`config.mk`:
```
export PLATFORM = sky130hd
export DESIGN_NAME = vga_timing_gen_flat
export DESIGN_NICKNAME = d
export VERILOG_FILES = /design/src/rtl/vga_timing_gen_pkg.sv /design/src/rtl/vga_timing_gen_if.sv /design/src/rtl/vga_timing_gen_sig_delay.sv /design/src/rtl/vga_timing_gen.sv /design/src/flat_wrapper.sv
export SDC_FILE = /design/constraint.sdc
export NUM_CORES = 1
export LEC_CHECK = 0
export ABC_AREA = 0
export CORE_ASPECT_RATIO = 0.75
export CORE_UTILIZATION = 45
export DETAILED_ROUTE_END_ITERATION = 8
export GPL_TIMING_DRIVEN = 0
export PLACE_DENSITY = 0.73
export REMOVE_ABC_BUFFERS = 1
export SYNTH_ARGS = -nofsm -noshare
export SYNTH_HDL_FRONTEND = slang
export SYNTH_SLANG_ARGS = --single-unit
```
`constraint.sdc`:
```
create_clock -name CLK_50 -period 1.4 [get_ports CLK_50]
set_clock_uncertainty 0.05 [all_clocks]
set_input_delay 0.14 -clock CLK_50 [delete_from_list [all_inputs] [get_ports CLK_50]]
set_output_delay 0.14 -clock CLK_50 [all_outputs]
set_load 0.01 [all_outputs]
```
`src/rtl/vga_timing_gen_pkg.sv`:
```
// Shared constants and types for the VGA raster timing generator.
package vga_pkg;

    // Default 640x480@60 Hz timing, in pixels and lines.
    localparam int DEF_H_ACTIVE = 640;
    localparam int DEF_H_FP     = 16;
    localparam int DEF_H_SYNC   = 96;
    localparam int DEF_H_BP     = 48;
    localparam int DEF_V_ACTIVE = 480;
    localparam int DEF_V_FP     = 10;
    localparam int DEF_V_SYNC   = 2;
    localparam int DEF_V_BP     = 33;

    // Coordinate width and the largest total the counters can represent.
    localparam int COORD_W   = 10;
    localparam int COORD_MAX = 1 << COORD_W;

    // Raw (pre-polarity) control bits that travel down the delay line.
    typedef struct packed {
        logic active;
        logic hs;
        logic vs;
    } vga_ctl_t;

    // Blanked, sync deasserted: what a freshly reset pipe holds.
    localparam vga_ctl_t CTL_IDLE = '{active: 1'b0, hs: 1'b0, vs: 1'b0};

    // Total pixels per line or lines per frame.
    function automatic int total_of(input int active, input int fp,
                                    input int sync, input int bp);
        return active + fp + sync + bp;
    endfunction

endpackage

```
`src/rtl/vga_timing_gen_if.sv`:
```
// Raster timing bundle from the timing generator to its consumers.
interface vga_timing_gen_if;
    import vga_pkg::*;

    logic               pix_en;
    logic [COORD_W-1:0] pixel_x;
    logic [COORD_W-1:0] pixel_y;
    logic               line_start;
    logic               frame_start;
    logic               video_active;
    logic               h_sync;
    logic               v_sync;

    modport master (
        output pix_en, pixel_x, pixel_y, line_start, frame_start,
               video_active, h_sync, v_sync
    );

    modport slave (
        input  pix_en, pixel_x, pixel_y, line_start, frame_start,
               video_active, h_sync, v_sync
    );

endinterface

```
`src/rtl/vga_timing_gen_sig_delay.sv`:
```
// Generic fixed-depth shift register with asynchronous active-low reset.
module sig_delay #(
    parameter int               WIDTH       = 1,
    parameter int               DEPTH       = 1,
    parameter logic [WIDTH-1:0] RESET_VALUE = '0
) (
    input  logic             CLK_50,
    input  logic             resetN,
    input  logic [WIDTH-1:0] din,
    output logic [WIDTH-1:0] dout
);

    logic [WIDTH-1:0] stage [DEPTH];

    // Shift every clock; reset loads every stage with the idle value.
    always_ff @(posedge CLK_50 or negedge resetN) begin
        if (!resetN) begin
            for (int i = 0; i < DEPTH; i++) begin
                stage[i] <= RESET_VALUE;
            end
        end else begin
            stage[0] <= din;
            for (int i = 1; i < DEPTH; i++) begin
                stage[i] <= stage[i-1];
            end
        end
    end

    assign dout = stage[DEPTH-1];

endmodule

```
`src/rtl/vga_timing_gen.sv`:
```
// Raster timing generator: pixel enable, h/v counters, and sync/blank
// decode delayed to line up with the pixel data path.
module vga_timing_gen
    import vga_pkg::*;
#(
    parameter int H_ACTIVE        = DEF_H_ACTIVE,
    parameter int H_FP            = DEF_H_FP,
    parameter int H_SYNC          = DEF_H_SYNC,
    parameter int H_BP            = DEF_H_BP,
    parameter int V_ACTIVE        = DEF_V_ACTIVE,
    parameter int V_FP            = DEF_V_FP,
    parameter int V_SYNC          = DEF_V_SYNC,
    parameter int V_BP            = DEF_V_BP,
    parameter bit SYNC_ACTIVE_LOW = 1'b1,
    parameter int PIPE_DELAY      = 2
) (
    input  logic             CLK_50,
    input  logic             resetN,
    vga_timing_gen_if.master vga
);

    localparam int H_TOTAL = total_of(H_ACTIVE, H_FP, H_SYNC, H_BP);
    localparam int V_TOTAL = total_of(V_ACTIVE, V_FP, V_SYNC, V_BP);

    if (H_TOTAL > COORD_MAX || V_TOTAL > COORD_MAX ||
        PIPE_DELAY < 1 || PIPE_DELAY > 4) begin : g_param_err
        $error("vga_timing_gen: totals exceed counter range or PIPE_DELAY not in 1..4");
    end

    localparam int EXT_W = COORD_W + 1;

    localparam logic [COORD_W-1:0] H_LAST = COORD_W'(H_TOTAL - 1);
    localparam logic [COORD_W-1:0] V_LAST = COORD_W'(V_TOTAL - 1);

    // One extra bit so a region edge equal to 1024 still compares correctly.
    localparam logic [EXT_W-1:0] H_ACT_E  = EXT_W'(H_ACTIVE);
    localparam logic [EXT_W-1:0] HS_BEG_E = EXT_W'(H_ACTIVE + H_FP);
    localparam logic [EXT_W-1:0] HS_END_E = EXT_W'(H_ACTIVE + H_FP + H_SYNC);
    localparam logic [EXT_W-1:0] V_ACT_E  = EXT_W'(V_ACTIVE);
    localparam logic [EXT_W-1:0] VS_BEG_E = EXT_W'(V_ACTIVE + V_FP);
    localparam logic [EXT_W-1:0] VS_END_E = EXT_W'(V_ACTIVE + V_FP + V_SYNC);

    logic               pix_en_q;
    logic [COORD_W-1:0] x_q;
    logic [COORD_W-1:0] y_q;
    logic [EXT_W-1:0]   x_e;
    logic [EXT_W-1:0]   y_e;
    vga_ctl_t           ctl_raw;
    vga_ctl_t           ctl_dly;

    // Pixel enable toggles every clock; counters advance on enabled edges.
    always_ff @(posedge CLK_50 or negedge resetN) begin
        if (!resetN) begin
            pix_en_q <= 1'b0;
            x_q      <= '0;
            y_q      <= '0;
        end else begin
            pix_en_q <= ~pix_en_q;
            if (pix_en_q) begin
                if (x_q == H_LAST) begin
                    x_q <= '0;
                    if (y_q == V_LAST) begin
                        y_q <= '0;
                    end else begin
                        y_q <= y_q + COORD_W'(1);
                    end
                end else begin
                    x_q <= x_q + COORD_W'(1);
                end
            end
        end
    end

    assign x_e = {1'b0, x_q};
    assign y_e = {1'b0, y_q};

    // Region decode from the undelayed counters, raw (active-high) sense.
    always_comb begin
        ctl_raw        = CTL_IDLE;
        ctl_raw.active = (x_e < H_ACT_E) && (y_e < V_ACT_E);
        ctl_raw.hs     = (x_e >= HS_BEG_E) && (x_e < HS_END_E);
        ctl_raw.vs     = (y_e >= VS_BEG_E) && (y_e < VS_END_E);
    end

    // Delay matches the RAM read plus overlay latency on the pixel path.
    sig_delay #(
        .WIDTH       ($bits(vga_ctl_t)),
        .DEPTH       (PIPE_DELAY),
        .RESET_VALUE (CTL_IDLE)
    ) u_ctl_delay (
        .CLK_50 (CLK_50),
        .resetN (resetN),
        .din    (ctl_raw),
        .dout   (ctl_dly)
    );

    assign vga.pix_en       = pix_en_q;
    assign vga.pixel_x      = x_q;
    assign vga.pixel_y      = y_q;
    assign vga.line_start   = pix_en_q && (x_q == '0);
    assign vga.frame_start  = pix_en_q && (x_q == '0) && (y_q == '0);
    assign vga.video_active = ctl_dly.active;
    // Polarity is applied after the delay so idle stages read as deasserted.
    assign vga.h_sync       = ctl_dly.hs ^ SYNC_ACTIVE_LOW;
    assign vga.v_sync       = ctl_dly.vs ^ SYNC_ACTIVE_LOW;

endmodule

```
`src/flat_wrapper.sv`:
```
// flat-port wrapper written by rule: the top's interface ports become plain ports
module vga_timing_gen_flat import vga_pkg::*;
#(
    parameter int H_ACTIVE        = DEF_H_ACTIVE,
    parameter int H_FP            = DEF_H_FP,
    parameter int H_SYNC          = DEF_H_SYNC,
    parameter int H_BP            = DEF_H_BP,
    parameter int V_ACTIVE        = DEF_V_ACTIVE,
    parameter int V_FP            = DEF_V_FP,
    parameter int V_SYNC          = DEF_V_SYNC,
    parameter int V_BP            = DEF_V_BP,
    parameter bit SYNC_ACTIVE_LOW = 1'b1,
    parameter int PIPE_DELAY      = 2
)
  (CLK_50, resetN, vga_pix_en, vga_pixel_x, vga_pixel_y, vga_line_start, vga_frame_start, vga_video_active, vga_h_sync, vga_v_sync);
  vga_timing_gen_if vga_i ();
  input  logic CLK_50;
  input  logic resetN;
  output wire logic [$bits(vga_i.pix_en)-1:0] vga_pix_en;
  output wire logic [$bits(vga_i.pixel_x)-1:0] vga_pixel_x;
  output wire logic [$bits(vga_i.pixel_y)-1:0] vga_pixel_y;
  output wire logic [$bits(vga_i.line_start)-1:0] vga_line_start;
  output wire logic [$bits(vga_i.frame_start)-1:0] vga_frame_start;
  output wire logic [$bits(vga_i.video_active)-1:0] vga_video_active;
  output wire logic [$bits(vga_i.h_sync)-1:0] vga_h_sync;
  output wire logic [$bits(vga_i.v_sync)-1:0] vga_v_sync;
  assign vga_pix_en = vga_i.pix_en;
  assign vga_pixel_x = vga_i.pixel_x;
  assign vga_pixel_y = vga_i.pixel_y;
  assign vga_line_start = vga_i.line_start;
  assign vga_frame_start = vga_i.frame_start;
  assign vga_video_active = vga_i.video_active;
  assign vga_h_sync = vga_i.h_sync;
  assign vga_v_sync = vga_i.v_sync;
  vga_timing_gen #(.H_ACTIVE(H_ACTIVE), .H_FP(H_FP), .H_SYNC(H_SYNC), .H_BP(H_BP), .V_ACTIVE(V_ACTIVE), .V_FP(V_FP), .V_SYNC(V_SYNC), .V_BP(V_BP), .SYNC_ACTIVE_LOW(SYNC_ACTIVE_LOW), .PIPE_DELAY(PIPE_DELAY)) u_core (.CLK_50(CLK_50), .resetN(resetN), .vga(vga_i));
endmodule
```
==> run_results.csv, run 1 <==
group,metric,value,unit
outcome,outcome,"complete, but fails checks",
outcome,violations,"setup timing",
route,drc_errors,0,
clocking,htreeDepth,1,
worst_setup_path,reg2reg_slack,-0.32,ns
logic_synthesis,synth.largest_area_cell,"dfrtp_1",
logic_synthesis,avgSynthCellArea,10.3,sq um
clocking,ctsRootBufferMaster,"clkbuf_8",
logic_synthesis,ys.flop_type,"dfrtp_1",
logic_synthesis,synth_cell_types,40,
final_layout,antennaDiodeCount,0,
min_path,hold_class,"input port to asynchronous set/reset pin",
final_layout,fin_nets,198,
flow_run,maxCapViolCount,0,
die,die-area,3310,sq um
power_and_ir_drop,powerDensity,631,nW/um^2
worst_setup_path,worstPathCellList,"nor3_4 > nand3_2 > nor4b_4 > and4_1 > buf_2",
global_routing,grt_max_degree,28,
sta,slew_violations,0,
power_and_ir_drop,pwr-share-clk,36.8,%
sta,setup_viol,18,
sta,fin_hold_ws,0.164,ns
route,vias,1277,
global_routing,grt_pass1_wl,5990,um
worst_setup_path,cp-start-kind,"flop",
worst_setup_path,crit_slowest_cell,"dfrtp_2",
die,die-width,66.2,um
global_routing,antenna_found_initial,0,
die,initial_core_util,47.3,%
logic_synthesis,synthTopCellsByArea,"dfrtp_1, xnor2_1, and3_1, ha_1, nand2_1",
final_layout,regArea,696,sq um
sta,final_hold_viol_count,0,
logic_synthesis,syn_area,1390,sq um
logic_synthesis,postSynthCellCount,135,
sta,rsz0062_at_grt,"true",
final_layout,fillers,215,
worst_setup_path,worstSetupEndpointType,"output pin",
logic_synthesis,synth_top_cell_area_share,48.6,%
worst_setup_path,cp.arrival,1.79,ns
power_and_ir_drop,combPwrFrac,1.3,%
power_and_ir_drop,netSwitchingFraction,21.9,%
die,core,2940,sq um
die,num_rows,17,
power_and_ir_drop,intPower,0.000983,W
global_routing,grt_usage,24.0,%
clocking,cts_buffers,3,
power_and_ir_drop,leakage,0.980,nW
worst_setup_path,path_max_fanout,2,
place,gp_congestion,0.849,
place,port_buffers,27,
clocking,clock_path_buffers,2,
worst_setup_path,path_class,"flop to output pin",
worst_setup_path,startpoint,"u_core.vga.pixel_x[5]",
worst_setup_path,r2r-start,"u_core.vga.pixel_x[6]",
worst_setup_path,path_delay_family,"simple AND/OR/NAND/NOR gates",
clocking,path_clk_slew,0.10,ns
route,wl,3920,um
final_layout,area.growth.synth_to_final,43.7,%
power_and_ir_drop,p_sw,0.000276,W
route,antenna_left,0,
worst_setup_path,critPathBufInv,1,
logic_synthesis,ys_seq_area_share,48.6,%
route,drt_iter0_markers,80,
die,die_h,50.1,um
worst_setup_path,max_stage_delay,0.45,ns
global_routing,grt.overflow.total,0,
sta,slew_headroom,20.1,%
logic_synthesis,synth-async-reset-ratio,100,%
clocking,clk_latency,0.28,ns
clocking,tritoncts,"done",
worst_setup_path,cp_data_required_time,1.21,ns
logic_synthesis,synth-edff-count,0,
route,detail_route.first_pass.iterations,4,
final_layout,multi_input_comb_area,703,sq um
global_routing,grt_pass1_vias,1223,
power_and_ir_drop,p_seq_share,61.9,%
logic_synthesis,yosys_warnings,0,
sta,finalSetupTns,-3.96,ns
sta,fmax,505,MHz
sta,finalWorstSetupSlack,-0.582,ns
place,place_hpwl,2040,um
final_layout,drive_gt1_share,36.1,%
route,vias_per_cell,5.58,
sta,period_share,142,%
power_and_ir_drop,ir_worst_vdd,0.581,mV
clocking,cts.sinks,27,
logic_synthesis,ys_ff_latch,27,
clocking,postCtsHoldBufs,0,
die,boundaryPins,28,
sta,fin_crit,1.98,ns
route,wl_per_cell,17.1,um
sta,worst-slew-pin-transition,1.20,ns
[cell usage in the layout, fill, tap and decap left out, drive strengths merged, types with 2 or more instances in the layout]
cell          n
nand4         5
a21o          2
o21ai        10
nor4          3
nor2          6
o31ai         3
buf          31
clkbuf        3
nand2        14
and2          2
xnor2         6
dlygate4sd2  24
xor2          2
nand3         9
inv           7
ha            4
dfrtp        27
and4          2
nor2b         2
nor3          4
and3          9
[Yosys cell counts (all sizes together), types with 2 or more instances]
library cell / number
nand3: 9
nor4: 3
o31ai: 3
nand4: 5
nor2b: 2
o21ai: 10
a21o: 2
nand2: 14
dfrtp: 27
buf: 4
nor2: 6
and4: 2
and2: 2
nor3: 4
ha: 4
and3: 9
xnor2: 6
inv: 7
xor2: 2
[what timing repair did]
action | CTS | global route
pin swaps | 9 | 8
endpoints found under the setup margin | 41 | 19
resized for setup | 54 | 8
buffers inserted | 27 | 4
hold endpoints to repair | 0 | 0
[layout make-up]
class	count	share of cell area (%)
inverter	7	1.32
timing repair buffer	57	23.8
tap	38	2.38
multi-input combinational	96	35.2
clock buffer	3	2.07
sequential	27	34.9
clock inverter	1	0.376
[per-stage QoR]
step	cell area, sq um	power, W	util [%]	setup WS, ns	cells
2_1_floorplan	1350	0.000795	-	-0.329	130
3_3_place_gp	1670	0.000813	56.8	-0.701	195
3_5_place_dp	1670	0.000813	56.8	-0.680	195
4_1_cts	1950	0.00126	66.3	-0.510	226
5_1_grt	2000	0.00130	68.0	-0.674	229
6_report	2000	0.00126	68.0	-0.582	229
[worst reg2reg max path: cells and delay by family (launching register included)]
kind	cells	cell delay (ns)
AND/OR/NAND/NOR	3	0.67
buffers and inverters	1	0.14
flip-flops	1	0.45
multiplexers	1	0.31
[power by group through the flow]
stage	sequential, W	clock, W	combinational [W]
CTS	0.000779	0.000465	0.0000172
finish	0.000779	0.000463	0.0000160
global placement	0.000795	0	0.0000182
detailed placement	0.000795	0	0.0000184
floorplan	0.000795	0	0.000000000266
global route	0.000779	0.000502	0.0000191
[worst paths after layout]
check	end	cells after the start
min in group CLK_50	u_core.u_ctl_delay.dout[2]	0
worst min-delay path	u_core.u_ctl_delay.dout[0]	1
max in group asynchronous	u_core.vga.pixel_x[2]	1
worst max-delay path	vga_frame_start	5
worst min register to register	u_core.u_ctl_delay.dout[2]	0
worst max register to register	u_core.vga.pixel_y[8]	5
[state kept, by name (all words and copies together) (netlist names)]
| signal | count |
|---|---|
| u_core.vga.pixel_x | 10 |
| u_core.vga.pix_en | 1 |
| u_core.u_ctl_delay.dout | 3 |
| u_core.u_ctl_delay.stage | 3 |
| u_core.vga.pixel_y | 10 |
[routing by layer]
layer / vias to the layer above / global-route usage [%] / part of all wire (%)
li1: 594 / - / -
met1: 638 / 32.6 / 45
met2: 38 / 40.1 / 50
met3: 7 / 4.86 / 3.6
met4: 0 / 3.55 / 1.6
met5: - / 0 / 0
[cell families (layout without fill, tap and decap cells)]
family,after synthesis,in the layout,share of synthesized area (%)
AOI/OAI and AO/OA,19,19,9.28
buffers and inverters,12,68,4.68
and+or+nand+nor,63,63,26.9
xor gates and xnor gates,8,8,5.05
muxes,2,2,1.80
DFF,27,27,48.6
adders and majority gates,4,4,3.60
No activity file was read; power rests on OpenSTA's default activity.
==> run 2, diff against run 1 <==
CTS_CLUSTER_DIAMETER = 200   (was unset)
==> results of run 2 <==
Same layout as run 1: the final DEF is identical, and so are final timing and power.
==> run 3, diff against run 2 <==
CTS_CLUSTER_SIZE = 16   (was unset)
==> results of run 3 <==
Same layout as run 1: the final DEF is identical, and so are final timing and power.
